## src/rtl/csi_packet_framer.sv

```systemverilog
// CSI-2 packet framer: assembles the 4-byte packet header for ecc_block, decodes the
// corrected header, then frames long-packet payload bytes and the 2-byte CRC footer.
module csi_packet_framer #(
  parameter logic [5:0] SHORT_DT_MAX = 6'h0F
) (
  input  logic        clk,
  input  logic        reset,
  input  logic        in_valid,
  input  logic [7:0]  in_data,
  input  logic        in_sot,
  output logic [31:0] ph_raw,
  input  logic [23:0] ph_corr,
  input  logic        ecc_no_error,
  input  logic        ecc_corrected,
  input  logic        ecc_error,
  output logic        hdr_valid,
  output logic [5:0]  data_type,
  output logic [1:0]  vc,
  output logic [15:0] word_count,
  output logic        short_pkt,
  output logic        hdr_corrected,
  output logic        hdr_error,
  output logic        pay_valid,
  output logic [7:0]  pay_data,
  output logic        pay_last,
  output logic        crc_valid,
  output logic [15:0] crc_rx,
  output logic        aborted,
  output logic        busy
);
  typedef enum logic [1:0] {IDLE, HDR, PAYLOAD, CRC} state_t;

  state_t      state, state_nx;
  logic [23:0] hdr_bytes;
  logic [1:0]  byte_cnt;
  logic [15:0] remaining;
  logic [7:0]  crc_lo;
  logic        sot, hdr_done, hdr_short;

  assign sot       = in_valid & in_sot;
  assign hdr_done  = (state == HDR) & in_valid & ~in_sot & (byte_cnt == 2'd3);
  assign hdr_short = ph_corr[5:0] <= SHORT_DT_MAX;
  // Byte 3 (the ECC byte) goes straight from the input to ecc_block.
  assign ph_raw    = {in_data, hdr_bytes};
  assign busy      = state != IDLE;

  always_ff @(posedge clk or posedge reset) begin
    if (reset) state <= IDLE;
    else       state <= state_nx;
  end

  always_comb begin
    state_nx = state;
    if (sot) state_nx = HDR;
    else begin
      case (state)
        HDR: if (hdr_done) begin
          if (ecc_error || hdr_short) state_nx = IDLE;
          else if (ph_corr[23:8] == 16'd0) state_nx = CRC;
          else state_nx = PAYLOAD;
        end
        PAYLOAD: if (in_valid && remaining == 16'd1) state_nx = CRC;
        CRC:     if (in_valid && byte_cnt == 2'd1) state_nx = IDLE;
        default: state_nx = state;
      endcase
    end
  end

  always_ff @(posedge clk or posedge reset) begin
    if (reset) begin
      hdr_bytes     <= '0;
      byte_cnt      <= '0;
      remaining     <= '0;
      crc_lo        <= '0;
      hdr_valid     <= 1'b0;
      data_type     <= '0;
      vc            <= '0;
      word_count    <= '0;
      short_pkt     <= 1'b0;
      hdr_corrected <= 1'b0;
      hdr_error     <= 1'b0;
      pay_valid     <= 1'b0;
      pay_data      <= '0;
      pay_last      <= 1'b0;
      crc_valid     <= 1'b0;
      crc_rx        <= '0;
      aborted       <= 1'b0;
    end else begin
      hdr_valid <= 1'b0;
      hdr_error <= 1'b0;
      pay_valid <= 1'b0;
      pay_last  <= 1'b0;
      crc_valid <= 1'b0;
      aborted   <= 1'b0;
      if (sot) begin
        // A start-of-transmission always restarts header capture, dropping any open packet.
        hdr_bytes <= {in_data, 16'h0};
        byte_cnt  <= 2'd1;
        aborted   <= state != IDLE;
      end else if (in_valid) begin
        case (state)
          HDR: begin
            if (byte_cnt == 2'd3) begin
              byte_cnt <= 2'd0;
              if (ecc_error) hdr_error <= 1'b1;
              else begin
                hdr_valid     <= 1'b1;
                data_type     <= ph_corr[5:0];
                vc            <= ph_corr[7:6];
                word_count    <= ph_corr[23:8];
                short_pkt     <= hdr_short;
                hdr_corrected <= ecc_corrected & ~ecc_no_error;
                remaining     <= ph_corr[23:8];
              end
            end else begin
              hdr_bytes <= {in_data, hdr_bytes[23:8]};
              byte_cnt  <= byte_cnt + 2'd1;
            end
          end
          PAYLOAD: begin
            pay_valid <= 1'b1;
            pay_data  <= in_data;
            pay_last  <= remaining == 16'd1;
            remaining <= remaining - 16'd1;
          end
          CRC: begin
            if (byte_cnt == 2'd0) begin
              crc_lo   <= in_data;
              byte_cnt <= 2'd1;
            end else begin
              crc_rx    <= {in_data, crc_lo};
              crc_valid <= 1'b1;
              byte_cnt  <= 2'd0;
            end
          end
          default: ;
        endcase
      end
    end
  end
endmodule

```

## config.mk

```make
export PLATFORM = sky130hd
export DESIGN_NAME = csi_packet_framer
export DESIGN_NICKNAME = d
export VERILOG_FILES = /design/src/rtl/csi_packet_framer.sv
export SDC_FILE = /design/constraint.sdc
export NUM_CORES = 1
export LEC_CHECK = 0
export CORE_MARGIN = 4
export CORE_UTILIZATION = 30
export DETAILED_ROUTE_END_ITERATION = 6
export PLACE_DENSITY = 0.63
export REMOVE_ABC_BUFFERS = 1
export SYNTH_ARGS = -nofsm -noshare
export SYNTH_HDL_FRONTEND = slang
export SYNTH_SLANG_ARGS = --single-unit
```

## constraint.sdc

```tcl
create_clock -name clk -period 8.5 [get_ports clk]
set_input_delay 0.85 -clock clk [delete_from_list [all_inputs] [get_ports clk]]
set_output_delay 0.85 -clock clk [all_outputs]
set_load 0.03 [all_outputs]
```

-- Word level (Yosys, flattened, before mapping)
Cells that the tools add are included.
- logic and storage cells: 102
- input bits: 39
- register bits: 108
- equal/unequal tests: 12
- reductions and logical operators: 19
- muxes and demuxes: 40
- bitwise operators: 10
- $add $sub $neg: 2
- magnitude comparators: 1
- operator list (cell ; number):
    $mux 24 ; 4
    $mux 16 ; 2
    $pmux 16 s2 ; 1
    $mux 1 ; 23
    $eq 16x1->1 const B ; 1
    $logic_not 16->1 ; 1
    $mux 2 ; 8
    $sub 16x1->16 const B ; 1
    $reduce_and 4->1 ; 3
    $reduce_and 5->1 ; 2
    $ne 3x3->1 const B ; 3
    $reduce_bool 2->1 ; 4
    $eq 2x2->1 const B ; 3
    $le 6x4->1 const B ; 1
    $pmux 2 s3 ; 1
    $reduce_and 3->1 ; 2
    $and 1x1->1 ; 5
    $not 1->1 ; 5
    $eq 2x1->1 const B ; 2
    $ne 2x2->1 const B ; 2
    $pmux 2 s2 ; 1
    $reduce_bool 4->1 ; 1
    $reduce_bool 3->1 ; 1
    $add 2x1->2 const B ; 1
    other kinds (5) ; 6

-- Logic depth before layout (Yosys ltp)
Gate-level depths: netlist of run 1.
- word-level depth: 7
- gate-level depth with buffers: 9
- gate-level depth less buffers: 6

-- Worst setup path before layout of run 1
OpenSTA, ideal clock, no wires.
- path type: input port to flip-flop
- from: in in_sot
- to: reg crc_rx[15]
- stages on the path: 5
- data required time: 8375 ps
- slack: 6146 ps
- arrival: 2229 ps
- cell sequence: clkbuf_1 nand2b_1 nor3_2 buf_2 mux2_2
- cells in the longest elaborated chain, start to end: 3
- RTL lines (item ; RTL line ; RTL):
    from (decl) ; 10 ; input logic in_sot,
    $and 1x1->1 ; 40 ; assign sot = in_valid & in_sot;
    $not 1->1 (no line) ; n/a ;
    $reduce_and 4->1 (no line) ; n/a ;
    to (signal assigned) ; 131 ; crc_rx <= {in_data, crc_lo};
    to (decl) ; 27 ; output logic [15:0] crc_rx,
No other way between the ends.
A chain may end at the register's enable or synchronous reset.

-- Worst setup path in the final report of run 1
- from: in in_sot
- to: reg remaining[11]
- cells in the longest elaborated chain, start to end: 3
- RTL lines (item ; RTL line ; RTL):
    $and 1x1->1 ; 40 ;
    $not 1->1 (no line) ; n/a ;
    $reduce_and 5->1 (no line) ; n/a ;
    to (signal assigned) ; 113 ; remaining <= ph_corr[23:8];
    to (signal assigned) ; 124 ; remaining <= remaining - 16'd1;
    to (decl) ; 36 ; logic [15:0] remaining;
No other way between the ends.

==> results.py, run 1 <==
metrics = {
    "min_path": {
        "hold_end": "pay_data[3]",
        "worstHoldStart": "pay_data[3]",
        "hold_class": "flop to flop",
        "whs_path_depth": 2,
    },
    "global_routing": {
        "grt_max_degree": 69,
        "grt_pass1_vias": 3652,
        "antenna_found_initial": 0,
        "gr-total-overflow": 0,
        "track_usage": 0.145,
        "grt_pass1_wl_um": 20500,
    },
    "power": {
        "p_per_area_nw_per_um2": 375,
        "ir_worst_vdd_uv": 129,
        "p_leak_nw": 2.87,
    },
    "placed_design": {
        "dpl-instance-area_sq_um": 6040,
        "port-buffer-count": 127,
        "pre_cts_slack_ns": 4.89,
        "dpl.hpwl_um": 9070,
        "gp_congestion": 0.841,
    },
    "clocking": {
        "cts_inserted_buffers": 9,
        "clkSinkCount": 108,
        "clk_pin_slew_worst_paths_ns": 0.07,
        "post_cts_buffers": 0,
        "hold_buffers": 0,
        "cts_max_path_buffers": 2,
        "cts_tree": "built",
        "htreeDepth": 3,
        "cts_resized": 0,
        "cts-root-buf": "clkbuf_16",
        "clock_latency_ns": 0.35,
    },
    "routing": {
        "wire_per_inst_um": 17.0,
        "drc_errors": 0,
        "drtPass1Iterations": 5,
        "finalWirelength_um": 12600,
        "num_vias": 3674,
        "ant_nets": 0,
        "drt_iter0_drc": 323,
        "viasPerCell": 4.96,
    },
    "worst_setup_path": {
        "rr_worst_depth": 6,
        "slowest_delay_ns": 0.70,
        "critPathSlowestCell": "or3_1",
        "r2r_start": "byte_cnt[0]",
        "worstPathMaxFanout": 30,
        "path_cells": "clkdlybuf4s50_1 -> nand2b_1 -> or3_1 -> inv_2 -> a22o_1 -> a311o_1",
        "r2r_slack_ns": 5.76,
        "critical_path_required_ns": 8.73,
        "worstReg2RegEnd": "remaining[11]",
        "path_class": "input pin to flop",
        "crit_path_start_kind": "input pin",
        "endpoint_kind": "flop",
        "critPathArrivalTime_ns": 3.46,
    },
    "final_layout": {
        "finalInstanceArea_sq_um": 6350,
        "antenna_cells": 0,
        "drive_gt1_frac": 0.109,
        "syn_to_final_growth_pct": 36.3,
        "nets": 591,
    },
    "die": {
        "die_area_sq_um": 17600,
        "rows": 45,
        "io_pins": 128,
        "start_util": 0.306,
        "coreArea_sq_um": 15200,
        "die_w_um": 133,
        "die_y_um": 133,
    },
    "timing": {
        "period_minus_slack_ns": 3.22,
        "setup_viol": 0,
        "holdWs_ns": 0.478,
        "layout_setup_ws_ns": 5.28,
        "max-slew-margin-rel": 0.255,
        "hold_viol_final": 0,
        "period_share": 0.379,
        "drv_slew": 0,
        "fmax_mhz": 310,
        "finClkSkew_ns": 0.00663,
        "fin_setup_tns_ns": 0,
        "worstMarginPinSlew_ns": 1.12,
        "rsz0062_at_grt": "no",
    },
    "synthesis": {
        "synth_flop_cell": "dfrtp_1",
        "netlist_instances": 437,
        "post_synth_instance_area_sq_um": 4660,
        "synthDistinctLibCells": 55,
        "synth-edff-count": 0,
        "ys_seq_area_frac": 0.580,
        "avgSynthCellArea_sq_um": 10.7,
        "synth_warnings": 0,
        "synth-async-reset-ratio": 1.00,
        "ys_seq_elements": 108,
    },
    "run_status": {
        "status": "finished clean",
    },
    "run": {
        "cap_viol_max_count": 0,
    },
}
-- registers in the layout, summed over array words and instances (netlist names), 2 cells and up --
register and cells:
byte_cnt 2, pay_data 8, vc 2, crc_rx 16, word_count 16, state 2
remaining 16, data_type 6, hdr_bytes 24, crc_lo 8
-- worst max-delay path, delay by kind of cell --
family / cells / cell delay (ns)
buffers and inverters: 2 / 1.09
and+or+nand+nor: 2 / 0.87
AOI/OAI and AO/OA: 2 / 0.63
-- where the power goes --
group / switching (mW) / leakage [nW] / internal (mW)
clock network: 0.197 / 0.155 / 0.240
registers: 0.163 / 1.40 / 0.726
logic: 0.599 / 1.31 / 0.454
-- worst max-delay path by stage --
| stage | startpoint | end | cells past startpoint |
|---|---|---|---|
| floorplan | reset | aborted | 1 |
| global placement | in_sot | remaining[11] | 6 |
| detailed placement | in_sot | remaining[11] | 6 |
| CTS | in_sot | remaining[11] | 6 |
| global route | in_sot | remaining[11] | 6 |
| finish | in_sot | remaining[11] | 6 |
-- placed cells by master, fill, tap and decap left out, types with 2 or more instances in the layout --
master,count
dfrtp_1,108
nor2b_1,3
or3_1,3
a211oi_1,2
mux2_2,31
or4_1,4
a21o_1,2
nand3_1,2
nor2_1,15
nor3b_1,2
clkinv_2,2
a22oi_1,4
buf_4,3
nor3_1,10
and4_1,2
nand3b_1,2
nand2b_1,3
o21ai_0,16
and3_1,2
clkdlybuf4s50_1,127
clkbuf_16,9
nand2_1,116
mux2_1,2
a22o_1,15
inv_6,2
nor4_1,4
a311oi_1,2
nand4_1,2
inv_1,6
a31oi_1,2
o211ai_1,6
a21oi_1,10
ha_1,5
-- cells in the mapped netlist, drive strengths merged, types with 2 or more instances --
cell type  count  area (sq um)
nand2        116           435
dfrtp        108          2700
mux2          33           372
clkbuf        17          63.8
o21ai         17          85.1
a22o          15           131
nor2          15          56.3
buf           14          90.1
nor3          11          60.1
a21oi         10          50.1
inv            8          30.0
o211ai         6          45.0
ha             5          62.6
or4            5          41.3
a22oi          4          30.0
nor4           4          25.0
nand2b         3          18.8
nor2b          3          18.8
or3            3          18.8
a211oi         2          15.0
a21o           2          15.0
a311oi         2          17.5
a31oi          2          12.5
and3           2          12.5
and4           2          17.5
nand3          2          10.0
nand3b         2          15.0
nand4          2          12.5
nor3b          2          15.0
-- per-stage QoR --
step | util | total power [mW] | cells
after global routing | 0.417 | 2.51 | 740
final | 0.417 | 2.38 | 740
after detailed placement | 0.397 | 1.96 | 724
after global placement | 0.397 | 1.94 | 724
after CTS | 0.417 | 2.41 | 740
after floorplan | - | 1.48 | 406
-- logic make-up (layout without fill, tap and decap cells) --
| group | after synthesis | in the layout | synth area share |
|---|---|---|---|
| muxes | 33 | 33 | 0.0798 |
| DFF | 108 | 108 | 0.580 |
| and+or+nand+nor | 179 | 179 | 0.176 |
| adders and majority gates | 5 | 5 | 0.0134 |
| buffers and inverters | 39 | 154 | 0.0395 |
| AOI/OAI and AO/OA | 73 | 73 | 0.111 |
-- area by class of cell --
class	count	area, sq um
Clock inverter	6	68.8
Timing Repair Buffer	130	1290
Multi-Input combinational cell	290	1770
Fill cell	1423	8860
Clock buffer	10	239
Sequential cell	108	2700
Inverter	8	32.5
Tap cell	188	235
-- per-layer routing --
| layer | up-vias | track usage | part of all wire |
|---|---|---|---|
| met4 | 0 | 0.0520 | 0.017 |
| met5 | - | 0 | 0 |
| li1 | 1747 | - | - |
| met2 | 95 | 0.234 | 0.50 |
| met3 | 15 | 0.0262 | 0.042 |
| met1 | 1817 | 0.196 | 0.44 |
Note: power is estimated with default switching activity, not from simulation.
==> run 2: changes to the inputs <==
Clock period 8.5 ns to 3.08 ns, I/O delays scaled along.
==> run 2 against run 1 <==
Compared with the run above:
- clock-buffer cell count rose by 1
- die area did not move
- cell count rose by 0.68%
- combinational power rose to 2.8 times the previous value
- final area rose by 0.47%
- routed wire length barely moved
- total power rose to 2.7 times the previous value
- setup slack got worse by 4.3 ns
==> results.py, run 2 (synthesis results as in run 1) <==
metrics = {
    "die": {
        "die_area_sq_um": 17600,
        "start_util": 0.306,
        "coreArea_sq_um": 15200,
        "io_pins": 128,
        "die_w_um": 133,
        "rows": 45,
        "die_y_um": 133,
    },
    "run_status": {
        "status": "finished clean",
    },
    "final_layout": {
        "antenna_cells": 0,
        "syn_to_final_growth_pct": 36.9,
        "largest_register_ff_count": 24,
        "nets": 596,
        "final_cell_mix": "clkdlybuf4s50_1 (127), nand2_1 (116), dfrtp_1 (108)",
        "top_register": "hdr_bytes",
        "drive_gt1_frac": 0.115,
        "final_util": 0.419,
        "layout_commonest_cell": "clkdlybuf4s50_1",
    },
    "power": {
        "p_leak_nw": 2.88,
        "comb_power_share": 0.451,
        "p_sw_mw": 2.66,
        "power_frac_seq": 0.377,
        "ir_worst_vdd_uv": 313,
        "p_clk_frac": 0.173,
        "p_per_area_nw_per_um2": 1020,
        "p_int_mw": 3.85,
        "p_sw_frac": 0.409,
    },
    "global_routing": {
        "grt-busiest-layer": "met2",
        "track_usage": 0.145,
        "grtUsageMet1": 0.189,
        "gr-usage-met2": 0.237,
        "grt_max_degree": 63,
        "grt_pass1_vias": 3772,
        "antenna_found_initial": 0,
        "grt_pass1_wl_um": 20600,
        "use_met3": 0.0308,
        "gr-total-overflow": 0,
    },
    "worst_setup_path": {
        "critPathArrivalTime_ns": 1.83,
        "worstPathMaxFanout": 16,
        "crit_path_start_kind": "flop",
        "endpoint_kind": "primary output",
        "critical_path_required_ns": 2.77,
        "path_class": "flop to primary output",
    },
    "timing": {
        "rsz0062_at_grt": "no",
        "fmax_mhz": 468,
        "max-slew-margin-rel": 0.504,
        "holdWs_ns": 0.395,
        "period_share": 0.694,
        "hold_viol_final": 0,
        "worstMarginPinSlew_ns": 0.743,
        "drv_slew": 0,
        "finClkSkew_ns": 0.00634,
        "setup_viol": 0,
        "period_minus_slack_ns": 2.14,
    },
    "placed_design": {
        "gp_congestion": 0.835,
        "port-buffer-count": 127,
        "dpl.hpwl_um": 9280,
    },
    "min_path": {
        "hold_class": "input pin to asynchronous set/reset pin",
    },
    "clocking": {
        "clock_latency_ns": 0.35,
        "post_cts_buffers": 0,
        "clkSinkCount": 108,
        "clk_pin_slew_worst_paths_ns": 0.07,
        "cts_tree": "built",
        "cts-root-buf": "clkbuf_16",
        "htreeDepth": 3,
        "cts_inserted_buffers": 9,
        "cts_max_path_buffers": 2,
        "hold_buffers": 0,
        "cts_resized": 0,
    },
    "routing": {
        "ant_nets": 0,
        "drtPass1Iterations": 4,
        "num_vias": 3659,
        "viasPerCell": 4.91,
        "drc_errors": 0,
        "finalWirelength_um": 12600,
        "wire_per_inst_um": 16.9,
        "drt_iter0_drc": 326,
    },
    "run": {
        "cap_viol_max_count": 0,
    },
}
run 2: changes by cell type in the layout (fill, tap and decap cells not counted), sizes merged:
cell,change
inv,-2
clkinvlp,+1
clkbuf,+1
bufinv,-1
buf,+5
clkinv,+1
run 2: worst paths after layout:
| check | endpoint | depth (start not counted) | slack, ns | startpoint |
|---|---|---|---|---|
| worst max-delay path | busy | 2 | 0.94 | state[1] |
| worst min-delay path | vc[1] | 2 | 0.39 | reset |
| worst max register to register | remaining[11] | 5 | 1.02 | byte_cnt[0] |
| worst min register to register | hdr_corrected | 2 | 0.47 | hdr_corrected |
| max in group asynchronous | pay_data[3] | 3 | 1.95 | reset |
| min in group clk | hdr_corrected | 2 | 0.47 | hdr_corrected |
run 2: power by group through the flow:
stage	combinational, mW	clock [mW]	sequential, mW
2_1_floorplan	0.861	0	3.24
3_3_place_gp	2.92	0	2.45
3_5_place_dp	2.97	0	2.48
4_1_cts	2.98	1.15	2.46
5_1_grt	3.14	1.21	2.55
6_report	2.94	1.13	2.45
run 2: critical path, cell delays in order (launching register included):
cell             delay (ns)
dfrtp_1                0.53
or2_2                  0.36
clkdlybuf4s50_1        0.59
run 2: area by class of cell:
type,count,area (sq um)
Fill cell,1423,8830
Clock buffer,11,243
Inverter,8,32.5
Timing Repair Buffer,135,1340
Multi-Input combinational cell,290,1770
Clock inverter,5,45.0
Tap cell,188,235
Sequential cell,108,2700
run 2: per-stage QoR:
stage          instances  setup TNS (ns)  total power, mW  instance area, sq um  setup WS, ns
2_1_floorplan        406           -7.95             4.10                  4500       -0.0736
3_3_place_gp         729               0             5.38                  6090         0.809
3_5_place_dp         729               0             5.45                  6090         0.804
4_1_cts              745               0             6.59                  6380         0.943
5_1_grt              745               0             6.90                  6380         0.867
6_report             745               0             6.52                  6380         0.942
run 2: metal layers:
metal / routed length [um] / up-vias / share of wire
li1: - / 1749 / -
met1: 5550 / 1800 / 0.44
met2: 6180 / 88 / 0.49
met3: 534 / 22 / 0.042
met4: 326 / 0 / 0.026
met5: 0 / - / 0
==> run 3: changes to the inputs <==
Clock period 3.08 ns to 2 ns, I/O delays scaled along.
==> run 3 against run 2 <==
Compared with the run above:
- sequential share of layout area down 1.4 points
- non-clock buffer count is 24 higher
- clock skew grew 0.0018 ns
- combinational power rose by 63%
- critical endpoint is now remaining[15]
- clock-buffer cell count rose by 2
- worst hold slack got worse by 0.082 ns
- routed wire length grew 5.0%
- global-route usage grew 0.52 points
- highest routed layer unchanged
- register-to-register slack worse by 0.97 ns
- critical path depth increased by 2
- setup slack worse by 0.89 ns
==> results.py, run 3 (synthesis results as in run 1) <==
metrics = {
    "global_routing": {
        "track_usage": 0.151,
        "grt_pass1_wl_um": 21100,
        "gr-usage-met2": 0.247,
        "use_met3": 0.0316,
        "grt_max_degree": 109,
        "gr-total-overflow": 0,
        "grt-busiest-layer": "met2",
        "grtUsageMet1": 0.196,
        "grt_pass1_vias": 3835,
        "antenna_found_initial": 0,
    },
    "routing": {
        "num_vias": 3828,
        "ant_nets": 0,
        "viasPerCell": 4.98,
        "drt_iter0_drc": 317,
        "drtPass1Iterations": 5,
        "finalWirelength_um": 13200,
        "wire_per_inst_um": 17.2,
        "drc_errors": 0,
    },
    "timing": {
        "worstMarginPinSlew_ns": 0.594,
        "drv_slew": 0,
        "fin_setup_tns_ns": 0,
        "fmax_mhz": 514,
        "finClkSkew_ns": 0.00815,
        "period_share": 0.973,
        "setup_viol": 0,
        "layout_setup_ws_ns": 0.0531,
        "period_minus_slack_ns": 1.95,
        "hold_viol_final": 0,
        "rsz0062_at_grt": "no",
        "max-slew-margin-rel": 0.604,
        "holdWs_ns": 0.313,
    },
    "worst_setup_path": {
        "critical_path_required_ns": 2.29,
        "r2r_start": "remaining[11]",
        "crit_path_start_kind": "flop",
        "rr_worst_depth": 4,
        "r2r_slack_ns": 0.05,
        "path_class": "flop to flop",
        "worstPathMaxFanout": 4,
        "worstReg2RegEnd": "remaining[15]",
        "critPathArrivalTime_ns": 2.24,
        "endpoint_kind": "flop",
    },
    "placed_design": {
        "dpl.hpwl_um": 9550,
        "gp_congestion": 0.862,
        "pre_cts_slack_ns": 0.0349,
        "port-buffer-count": 127,
    },
    "final_layout": {
        "final_util": 0.434,
        "nets": 620,
        "top_register": "hdr_bytes",
        "syn_to_final_growth_pct": 41.7,
        "layout_commonest_cell": "clkdlybuf4s50_1",
        "largest_register_ff_count": 24,
        "final_cell_mix": "clkdlybuf4s50_1 (127), nand2_1 (116), dfrtp_1 (108)",
        "antenna_cells": 0,
        "drive_gt1_frac": 0.155,
    },
    "die": {
        "io_pins": 128,
        "die_area_sq_um": 17600,
        "die_w_um": 133,
        "die_y_um": 133,
        "rows": 45,
        "start_util": 0.306,
        "coreArea_sq_um": 15200,
    },
    "run": {
        "cap_viol_max_count": 0,
    },
    "power": {
        "ir_worst_vdd_uv": 455,
        "p_leak_nw": 3.01,
        "p_per_area_nw_per_um2": 1560,
    },
    "clocking": {
        "hold_buffers": 0,
        "cts_tree": "built",
        "htreeDepth": 3,
        "clk_pin_slew_worst_paths_ns": 0.07,
        "cts_inserted_buffers": 9,
        "clock_latency_ns": 0.35,
        "cts_max_path_buffers": 2,
        "clkSinkCount": 108,
        "cts-root-buf": "clkbuf_16",
    },
    "run_status": {
        "status": "finished clean",
    },
    "min_path": {
        "hold_class": "input pin to asynchronous set/reset pin",
    },
}
[run 3: cell types whose count changed in the layout (fill, tap and decap cells not counted)]
cell	change
buf_12	+2
buf_4	+22
clkbuf_8	+2
clkinv_4	-3
ha_1	-1
ha_2	+1
inv_6	+1
or3_1	-1
or3_4	+1
[run 3: critical path, stage by stage, from the launching register on]
cell and delay, ns:
dfrtp_1 0.38, or4_4 0.56, or3_4 0.34, or4_1 0.53, nand4_1 0.08
[run 3: repair_timing]
action	CTS	global route
buffers inserted	0	2
setup endpoints to repair	0	3
hold endpoints to repair	0	0
gates resized for setup	0	2
[run 3: per-layer routing]
metal,wire length (um),vias to the layer above
met5,0,-
met4,239,0
met3,561,18
met2,6510,93
met1,5910,1905
li1,-,1812
[run 3: area by class of cell]
cell class	count	area [sq um]
clock buffers	13	270
clock inverters	3	27.5
repair buffers	159	1550
multi-input cells	290	1780
flip-flops and latches	108	2700
inverters	8	32.5
fillers	1437	8600
well taps	188	235
[run 3: report_power, final]
group / switching, mW / total, mW / internal, mW / leakage [nW]
logic: 2.68 / 4.78 / 2.09 / 1.47
registers: 0.666 / 3.75 / 3.09 / 1.40
clock network: 0.830 / 1.79 / 0.962 / 0.144
total: 4.18 / 10.3 / 6.14 / 3.01
[run 3: how the worst max path moves through the flow]
stage / from / end / cells after the start
floorplan: reset / aborted / 1
finish: remaining[11] / remaining[15] / 4
detailed placement: remaining[12] / remaining[15] / 4
global placement: remaining[12] / remaining[15] / 4
CTS: remaining[12] / remaining[15] / 4
global route: remaining[11] / remaining[15] / 4
[run 3: through the flow]
| stage | total power [mW] | std cells | cell area (sq um) |
|---|---|---|---|
| after floorplan | 6.31 | 406 | 4500 |
| after global placement | 8.46 | 751 | 6280 |
| after detailed placement | 8.57 | 751 | 6280 |
| after CTS | 10.4 | 767 | 6580 |
| after global routing | 10.9 | 769 | 6600 |
| final | 10.3 | 769 | 6600 |
